<file path="src/rtl/serial_adder_pkg.sv">
// Shared definitions for the digit-serial adder: FSM encoding and counter sizing.
package serial_adder_pkg;

    typedef enum logic [1:0] {
        IDLE = 2'd0,
        RUN  = 2'd1,
        DONE = 2'd2
    } state_t;

    // Digit counter width for a run of n digits; never narrower than one bit.
    function automatic int cnt_width(input int n);
        return (n > 1) ? $clog2(n) : 1;
    endfunction

endpackage

</file>
<file path="src/rtl/digit_adder.sv">
// Combinational DIGIT-bit ripple adder built from full-adder cells.
module digit_adder #(
    parameter int DIGIT = 1
) (
    input  logic [DIGIT-1:0] x,
    input  logic [DIGIT-1:0] y,
    input  logic             ci,
    output logic [DIGIT-1:0] s,
    output logic             co,
    output logic             c_msb_in
);

    logic [DIGIT:0] c;

    assign c[0] = ci;

    for (genvar i = 0; i < DIGIT; i++) begin : g_fa
        assign s[i]   = x[i] ^ y[i] ^ c[i];
        assign c[i+1] = (x[i] & y[i]) | (c[i] & (x[i] ^ y[i]));
    end

    assign co       = c[DIGIT];
    assign c_msb_in = c[DIGIT-1];

endmodule

</file>
<file path="src/rtl/serial_adder.sv">
// Digit-serial adder: a + b + cin over WIDTH/DIGIT cycles with start/busy/done handshake.
// Define SERIAL_ADDER_SUB_EN to add the sub input (a - b - cin when sub=1).
module serial_adder
    import serial_adder_pkg::*;
#(
    parameter int WIDTH = 8,
    parameter int DIGIT = 1
) (
    input  logic             clk,
    input  logic             rst,
    input  logic             start,
    input  logic [WIDTH-1:0] a,
    input  logic [WIDTH-1:0] b,
    input  logic             cin,
`ifdef SERIAL_ADDER_SUB_EN
    input  logic             sub,
`endif
    output logic             busy,
    output logic             done,
    output logic [WIDTH-1:0] sum,
    output logic             cout,
    output logic             ovf
);

    localparam int N  = WIDTH / DIGIT;
    localparam int CW = cnt_width(N);
    localparam logic [CW-1:0] LAST = CW'(N - 1);

    state_t state, next_state;

    logic [WIDTH-1:0] a_q, b_q, acc_q, acc_next;
    logic [WIDTH-1:0] b_in;
    logic             c_in;
    logic [CW-1:0]    cnt_q;
    logic             carry_q;
    logic [DIGIT-1:0] digit_sum;
    logic             digit_co, digit_c_msb;
    logic             accept, last;

`ifdef SERIAL_ADDER_SUB_EN
    // Two's-complement subtract: a + ~b + ~cin == a - b - cin.
    assign b_in = sub ? ~b : b;
    assign c_in = sub ? ~cin : cin;
`else
    assign b_in = b;
    assign c_in = cin;
`endif

    assign accept = start && (state == IDLE || state == DONE);
    assign last   = (state == RUN) && (cnt_q == LAST);

    digit_adder #(.DIGIT(DIGIT)) u_digit (
        .x        (a_q[DIGIT-1:0]),
        .y        (b_q[DIGIT-1:0]),
        .ci       (carry_q),
        .s        (digit_sum),
        .co       (digit_co),
        .c_msb_in (digit_c_msb)
    );

    if (N == 1) begin : g_single
        assign acc_next = digit_sum;
    end else begin : g_shift
        assign acc_next = {digit_sum, acc_q[WIDTH-1:DIGIT]};
    end

    // NOTE: sequential state uses non-blocking assignments so every register samples pre-edge values.
    always_ff @(posedge clk) begin
        if (rst) state <= IDLE;
        else     state <= next_state;
    end

    // NOTE: the default assignment up front keeps this block free of inferred latches.
    always_comb begin
        next_state = IDLE;
        case (state)
            IDLE:    next_state = start ? RUN : IDLE;
            RUN:     next_state = (cnt_q == LAST) ? DONE : RUN;
            DONE:    next_state = start ? RUN : IDLE;
            default: next_state = IDLE;
        endcase
    end

    always_comb begin
        busy = (state == RUN);
        done = (state == DONE);
    end

    always_ff @(posedge clk) begin
        if (rst) begin
            carry_q <= 1'b0;
            cnt_q   <= '0;
            sum     <= '0;
            cout    <= 1'b0;
            ovf     <= 1'b0;
        end else if (accept) begin
            carry_q <= c_in;
            cnt_q   <= '0;
        end else if (state == RUN) begin
            carry_q <= digit_co;
            cnt_q   <= cnt_q + 1'b1;
            if (last) begin
                sum  <= acc_next;
                cout <= digit_co;
                ovf  <= digit_c_msb ^ digit_co;
            end
        end
    end

    // NOTE: operand and partial-sum shift registers are fully loaded before use, so they carry no reset.
    always_ff @(posedge clk) begin
        if (accept) begin
            a_q <= a;
            b_q <= b_in;
        end else if (state == RUN) begin
            a_q   <= a_q >> DIGIT;
            b_q   <= b_q >> DIGIT;
            acc_q <= acc_next;
        end
    end

endmodule

</file>
<file path="config.mk">
export PLATFORM = sky130hd
export DESIGN_NAME = serial_adder
export DESIGN_NICKNAME = d
export VERILOG_FILES = /design/src/rtl/serial_adder_pkg.sv /design/src/rtl/digit_adder.sv /design/src/rtl/serial_adder.sv
export SDC_FILE = /design/constraint.sdc
export NUM_CORES = 1
export LEC_CHECK = 0
export CAP_MARGIN = 10
export CORE_ASPECT_RATIO = 0.5
export CORE_UTILIZATION = 53
export DETAILED_ROUTE_END_ITERATION = 6
export PLACE_DENSITY = 0.91
export SLEW_MARGIN = 20
export SYNTH_ARGS = -nofsm -noshare
export SYNTH_HDL_FRONTEND = slang
export SYNTH_HIERARCHICAL = 1
export SYNTH_SLANG_ARGS = --single-unit
</file>
<file path="constraint.sdc">
create_clock -name clk -period 3.1 [get_ports clk]
set_input_delay 0.62 -clock clk [delete_from_list [all_inputs] [get_ports clk]]
set_output_delay 0.62 -clock clk [all_outputs]
set_load 0.05 [all_outputs]
</file>
**Yosys cells after proc, flatten, opt, wreduce, memory -nomap -nowiden**

Index checks and enable logic that the tools add are counted.

- Output and inout port bits: 12
- Bits of input ports: 20
- Register bits: 40
- Bits in writable memories: 0
- Memories: 0
- ROM bits: 0
- Bits in latches: 0

- $mul: 0
- Divide/modulo/power cells: 0
- Bitwise logic cells: 7
- Eq/ne operators: 3
- Reductions and logical operators: 9
- Shift operators: 0
- Multiplexer cells: 9
- $add $sub $neg: 1
- Magnitude comparators: 0

Operator list:

| kind | count |
|---|---|
| $mux 8 | 4 |
| $pmux 2 s2 | 1 |
| $reduce_or 2->1 | 2 |
| $add 3x1->3 const B | 1 |
| $eq 3x3->1 const B | 1 |
| $mux 1 | 3 |
| $reduce_and 3->1 | 1 |
| $xor 1x1->1 | 3 |
| $and 1x1->1 | 2 |
| $eq 2x1->1 const B | 1 |
| $eq 2x2->1 const B | 1 |
| $logic_and 1x1->1 | 2 |
| $logic_not 2->1 | 1 |
| $mux 2 | 1 |
| $reduce_and 2->1 | 1 |
| $reduce_bool 2->1 | 1 |
| $logic_or 1x1->1 | 1 |
| $not 1->1 | 1 |
| $or 1x1->1 | 1 |

**Depth between registers and ports, before layout**

Gate-level depths: netlist of the first run.

- Depth in word-level cells: 5
- Mapped depth: 6
- Mapped depth without buffers: 5

**By module**

Netlist of the first run, hierarchy kept.

Modules (own cells, without submodules):

| module | cells an instance | area each (µm²) | instances |
|---|---|---|---|
| serial_adder | 143 | 1527.7 | 1 |
| digit_adder | 2 | 27.5 | 1 |

**Least setup slack after synthesis of the first run**

OpenSTA, ideal clock, no wires.

- Path kind: input port to flip-flop
- Start point: input start
- End point: register a_q[0] (enable)
- Data arrival time: 1.334 ns
- Slack: 1.395 ns
- Buffers on the path: 2
- Stages on the path: 4
- Cell sequence: nand2b_1 > buf_4 > buf_4 > nand2_1

- Longest elaborated chain between the ends: 2

Ends and longest elaborated chain:

| element | line | source |
|---|---|---|
| from (decl) | serial_adder.sv:11 | `input logic start,` |
| $logic_and 1x1->1 | serial_adder.sv:49 | `assign accept = start && (state == IDLE \|\| state == DONE);` |
| $reduce_bool 2->1 (no source line) | -- |  |
| to (signal assigned) | serial_adder.sv:116 | `a_q <= a_q >> DIGIT;` |
| to (decl) | serial_adder.sv:31 | `logic [WIDTH-1:0] a_q, b_q, acc_q, acc_next;` |

No other way between the ends.
A chain may end at the register's enable or synchronous reset.

**Final worst setup path of the first run**

- Start point: register state[0]
- End point: output busy

- Longest elaborated chain between the ends: 1

Ends and longest elaborated chain:

| element | line | source |
|---|---|---|
| from (decl) | serial_adder.sv:29 | `state_t state, next_state;` |
| from (signal assigned) | serial_adder.sv:70 | `else state <= next_state;` |
| $eq 2x1->1 | serial_adder.sv:85 | `busy = (state == RUN);` |
| to (decl) | serial_adder.sv:18 | `output logic busy,` |

No other way between the ends.

==> run summary, run 1 <==
status -> complete, no violations
Adder-Cell Fraction of Synth Area -> 2.90%
sequential element share of the synthesized area -> 65.0%
Placed Area -> 1870 µm²
I/O pins -> 32
CTS Root Cell -> clkbuf_8
Wirelength per Cell -> 11.4 µm
DR vias -> 1034
I/O Buffers -> 31
Area contributors post-synth -> edfxtp_1, dfxtp_1, nand2_1
Reg clk slew, reported paths -> 0.07 ns
vias in the first global route -> 850
Post-Synth XOR/XNOR Area -> 1.13%
Syn Area/Cell -> 10.7 µm²
Fin Hold WS -> 0.453 ns
Post-Layout Cell Count -> 215
wire length of the first global-routing pass -> 3.75 mm
Max Cap Viol -> 0
Initial Utilization -> 57.9%
minimum clock period -> 2.47 ns
row count -> 13
drt via density -> 4.81
Syn Inst Count -> 145
measured slew at the worst slew-check pin -> 0.642 ns
HP Class -> flop to flop
die footprint -> 3170 µm²
largest family of logic cells by synthesized area -> simple AND/OR/NAND/NOR gates
TNS Setup -> 0 ns
pwr dens -> 544 nW/µm²
DRT iter0 DRCs -> 23
Placed Cells -> 207
count of pins over their slew limit -> 0
Synth Area in Compound Gates -> 4.10%
H-tree depth -> 2
clock sinks -> 39
Clock Path Buffers -> 2
post-route ant nets -> 0
pin count of the biggest net entering global routing -> 18
worst path required time -> 2.48 ns
DRC Markers -> 0
DP HPWL -> 1.69 mm
worst vdd ir -> 0.389 mV
Die Wd -> 78.6 µm
FF+latch count, synth -> 39
Ys Warns -> 6
Slew Limit Headroom -> 57.1%
synthesized cell area -> 1560 µm²
Detailed Route WL -> 2.46 mm
commonest cells after routing, fill and taps aside -> nand2_1, clkdlybuf4s50_1, edfxtp_1
global route overflow -> 0
TritonCTS clock tree -> yes
Netlist cell types -> 24
CP Max Fanout -> 7
clk_lat worst skew -> 0.29 ns
post-synthesis mux area share -> 1.29%
Critical Path AT -> 1.85 ns
Synth top area share -> 44.4%
design area -> 1960 µm²
nets -> 200
Syn Nets -> 168
CP Launch Type -> flop
Setup-failing EPs final -> 0
total power draw -> 1.07 mW
Layout area overhead -> 26.1%
# resized after CTS -> 0
core area -> 2680 µm²
RSZ-0062 raised after global routing -> false
final hold violations -> 0
layout cells sized above 1 -> 6.74%
GPL Wtd Cong -> 0.762
Static Leak -> 0.773 nW
Post-Synth Simple-Gate Area -> 21.3%
Setup Fix Bufs, Post-CTS -> 0
critical path capture point type -> output pin
DR pass1 iterations -> 4
period utilisation layout -> 79.8%
maximum clock rate -> 404 MHz
most common cell after layout, fill and taps aside -> nand2_1
All-Layer GR Usage -> 17.0%
CTS Buf Count -> 5
diodes inserted -> 0
Worst Skew -> 0.0127 ns
Die Y -> 40.3 µm
Fill cells -> 191
hold-fix buffers at CTS -> 0
most area-hungry cell type in the Yosys netlist -> edfxtp_1
Crit Path Class -> flop to output pin
antenna violations before repair -> 0
layout make-up:
class	instances	area [µm²]	share of cell area, %
repair buffers	33	325	16.6
multi-input cells	96	478	24.4
well taps	37	46.3	2.36
flip-flops and latches	39	1010	51.5
clock inverters	1	5.00	0.255
clock buffers	7	86.3	4.40
inverters	2	10.0	0.510
critical path, stage by stage (launching register included):
cell             delay, ns
dfxtp_1               0.42
nand2b_1              0.24
inv_4                 0.12
clkdlybuf4s50_1       0.80
synth_stat cells:
| cell type | instances |
|---|---|
| inv_4 | 1 |
| nor3_1 | 3 |
| ha_1 | 2 |
| nor3_2 | 2 |
| a211oi_1 | 1 |
| nor2b_1 | 3 |
| inv_1 | 1 |
| nor2_1 | 2 |
| buf_6 | 1 |
| and3b_1 | 1 |
| nand2_1 | 61 |
| dfxtp_1 | 16 |
| buf_2 | 3 |
| mux2i_1 | 2 |
| xnor2_1 | 2 |
| nand2b_1 | 2 |
| fa_1 | 1 |
| and2_1 | 2 |
| a21oi_1 | 9 |
| o21ai_0 | 1 |
| buf_4 | 4 |
| edfxtp_1 | 23 |
| nand3b_1 | 1 |
| o22ai_1 | 1 |
kinds of logic after synthesis:
logic type | after synthesis
xor+xnor | 2
flops | 39
buf+inv | 10
fa+ha+maj | 3
mux | 2
compound gates | 12
simple gates | 77
final timing paths:
kind | slack [ns] | end | cells after the start | start
worst max-delay path | 0.63 | busy | 3 | state[0]
worst min-delay path | 0.45 | cout | 2 | cout
worst max register to register | 1.52 | a_q[5] | 2 | state[0]
worst min register to register | 0.45 | cout | 2 | cout
where the power goes:
| part | internal (mW) | leakage [nW] | switching (mW) |
|---|---|---|---|
| Clock | 0.179 | 0.0482 | 0.164 |
| Combinational | 0.0508 | 0.368 | 0.0589 |
| Sequential | 0.600 | 0.356 | 0.0149 |
| Total | 0.830 | 0.773 | 0.238 |
through the flow:
step / worst slack, ns / util (%)
detailed placement: 0.870 / 69.7
finish: 0.627 / 73.1
global placement: 0.919 / 69.7
floorplan: 1.39 / -
global route: 0.524 / 73.1
CTS: 0.620 / 73.1
registers in the layout, indices dropped and copies added, names as in the netlist:
register and flops:
acc_q 7, cout 1, ovf 1, a_q 8
b_q 8, cnt_q 3, carry_q 1, sum 8
state 2
per-layer routing:
layer	vias to the layer above	global-route usage (%)	wire length, µm
met5	-	0	0
met4	0	8.33	27
met3	2	6.36	106
met2	21	28.0	1200
met1	470	20.6	1130
li1	541	-	-
Note: power is estimated with default switching activity, not from simulation.
==> run 2, diff against run 1 <==
--- a/config.mk
+++ b/config.mk
@@ -7,9 +7,9 @@
 export LEC_CHECK = 0
 export CAP_MARGIN = 10
 export CORE_ASPECT_RATIO = 0.5
-export CORE_UTILIZATION = 53
+export CORE_UTILIZATION = 45
 export DETAILED_ROUTE_END_ITERATION = 6
-export PLACE_DENSITY = 0.91
+export PLACE_DENSITY = 0.83
 export SLEW_MARGIN = 20
 export SYNTH_ARGS = -nofsm -noshare
 export SYNTH_HDL_FRONTEND = slang
==> constraint.sdc (replaced) <==
create_clock -name clk -period 2.2 [get_ports clk]
set_input_delay 0.44 -clock clk [delete_from_list [all_inputs] [get_ports clk]]
set_output_delay 0.44 -clock clk [all_outputs]
set_load 0.05 [all_outputs]
==> run summary, run 2 (synthesis results as in run 1) <==
All-Layer GR Usage -> 15.1%
die footprint -> 3710 µm²
Die Wd -> 85.1 µm
final hold violations -> 0
GPL Wtd Cong -> 0.707
HP Class -> flop to flop
H-tree depth -> 2
status -> complete, no violations
DRC Markers -> 0
Hold Path End -> sum[3]
global route overflow -> 0
TNS Setup -> 0 ns
DR vias -> 1054
diodes inserted -> 0
DP HPWL -> 1.70 mm
worst path required time -> 1.76 ns
measured slew at the worst slew-check pin -> 0.631 ns
Wirelength per Cell -> 11.4 µm
commonest cells after routing, fill and taps aside -> nand2_1, clkdlybuf4s50_1, edfxtp_1
clock sinks -> 39
reg2reg start -> cnt_q[0]
period utilisation layout -> 91.3%
wire length of the first global-routing pass -> 4.07 mm
biggest regs -> a_q (8), b_q (8), sum (8)
worst path cell trace -> nor2b_1, clkdlybuf4s50_1
Setup Fix Bufs, Post-CTS -> 0
clk_lat worst skew -> 0.29 ns
Reg clk slew, reported paths -> 0.08 ns
reg-to-reg endpoint -> ovf
count of pins over their slew limit -> 0
layout cells sized above 1 -> 7.82%
Critical Path AT -> 1.57 ns
worst vdd ir -> 0.315 mV
core area -> 3140 µm²
Combinational Power Share -> 10.6%
antenna violations before repair -> 0
worst hold path stage count -> 2
TritonCTS clock tree -> yes
CTS Root Cell -> clkbuf_8
CTS Buf Count -> 5
Flop pwr share -> 57.9%
post-route ant nets -> 0
Buf/Inv on CP -> 1
hold-fix buffers at CTS -> 0
CP Launch Type -> flop
Initial Utilization -> 49.6%
Worst Skew -> 0.00583 ns
maximum clock rate -> 498 MHz
Crit path max-delay family -> buffers and inverters
# resized after CTS -> 0
nets -> 201
Int Pwr -> 1.14 mW
Die Y -> 43.6 µm
Clock Path Buffers -> 2
most common cell after layout, fill and taps aside -> nand2_1
hold path startpoint -> sum[3]
I/O pins -> 32
Detailed Route WL -> 2.50 mm
Max Cap Viol -> 0
Static Leak -> 0.772 nW
row count -> 14
Layout area overhead -> 26.3%
sw frac -> 23.7%
critical path capture point type -> output pin
drt via density -> 4.81
RSZ-0062 raised after global routing -> false
Placed Area -> 1880 µm²
Setup-failing EPs final -> 0
Crit Path Class -> flop to output pin
I/O Buffers -> 31
pin count of the biggest net entering global routing -> 21
slowest CP cell -> clkdlybuf4s50_1
minimum clock period -> 2.01 ns
DRT iter0 DRCs -> 42
CP Max Fanout -> 4
Crit path largest cell delay -> 0.80 ns
vias in the first global route -> 938
Worst R2R Setup Slack -> 0.69 ns
design area -> 1960 µm²
worst r2r path cells -> 5
DR pass1 iterations -> 4
NetSw -> 354 µW
Slew Limit Headroom -> 57.8%
pwr dens -> 761 nW/µm²
clock share of power -> 31.5%
## run 2: stage by stage
stage	total power [mW]	cells	util, %	worst slack [ns]	hold slack, ns
floorplan	0.982	145	-	0.675	0.426
CTS	1.51	219	62.6	0.171	0.456
global route	1.55	219	62.6	0.142	0.471
detailed placement	1.04	211	59.9	0.500	0.445
global placement	1.03	211	59.9	0.523	0.431
finish	1.49	219	62.6	0.192	0.453
## run 2: worst max-delay path by stage
stage,start,end,slack [ns],depth (start not counted)
final,state[1],done,0.19,2
after floorplan,start,a_q[0],0.67,4
after global routing,state[1],done,0.14,2
after global placement,state[1],done,0.52,2
after detailed placement,state[1],done,0.50,2
after CTS,state[1],done,0.17,2
## run 2: power by group through the flow
| stage | logic (mW) | clock network, mW | registers, mW |
|---|---|---|---|
| 4_1_cts | 0.159 | 0.486 | 0.866 |
| 5_1_grt | 0.176 | 0.504 | 0.872 |
| 6_report | 0.158 | 0.471 | 0.866 |
| 2_1_floorplan | 0.105 | 0 | 0.877 |
| 3_3_place_gp | 0.153 | 0 | 0.880 |
| 3_5_place_dp | 0.159 | 0 | 0.883 |
## run 2: per-layer routing
layer / share of wire (%) / track usage (%) / up-vias
li1: - / - / 545
met1: 46 / 17.3 / 483
met2: 47 / 25.6 / 20
met3: 4.9 / 5.90 / 6
met4: 2.0 / 7.12 / 0
met5: 0 / 0 / -
## run 2: final cells by class
type                            instances  area, µm²
Tap cell                               40       50.0
Multi-Input combinational cell         96        478
Inverter                                2       10.0
Timing Repair Buffer                   34        330
Clock inverter                          2       12.5
Sequential cell                        39       1010
Clock buffer                            6       72.6
Fill cell                             255       1170
## run 2: tightest hold or removal path: cells and delay by family (launching register included)
family / cells / cell delay (ns)
AOI/OAI and AO/OA: 1 / 0.05
DFF: 1 / 0.31
and+or+nand+nor: 1 / 0.05
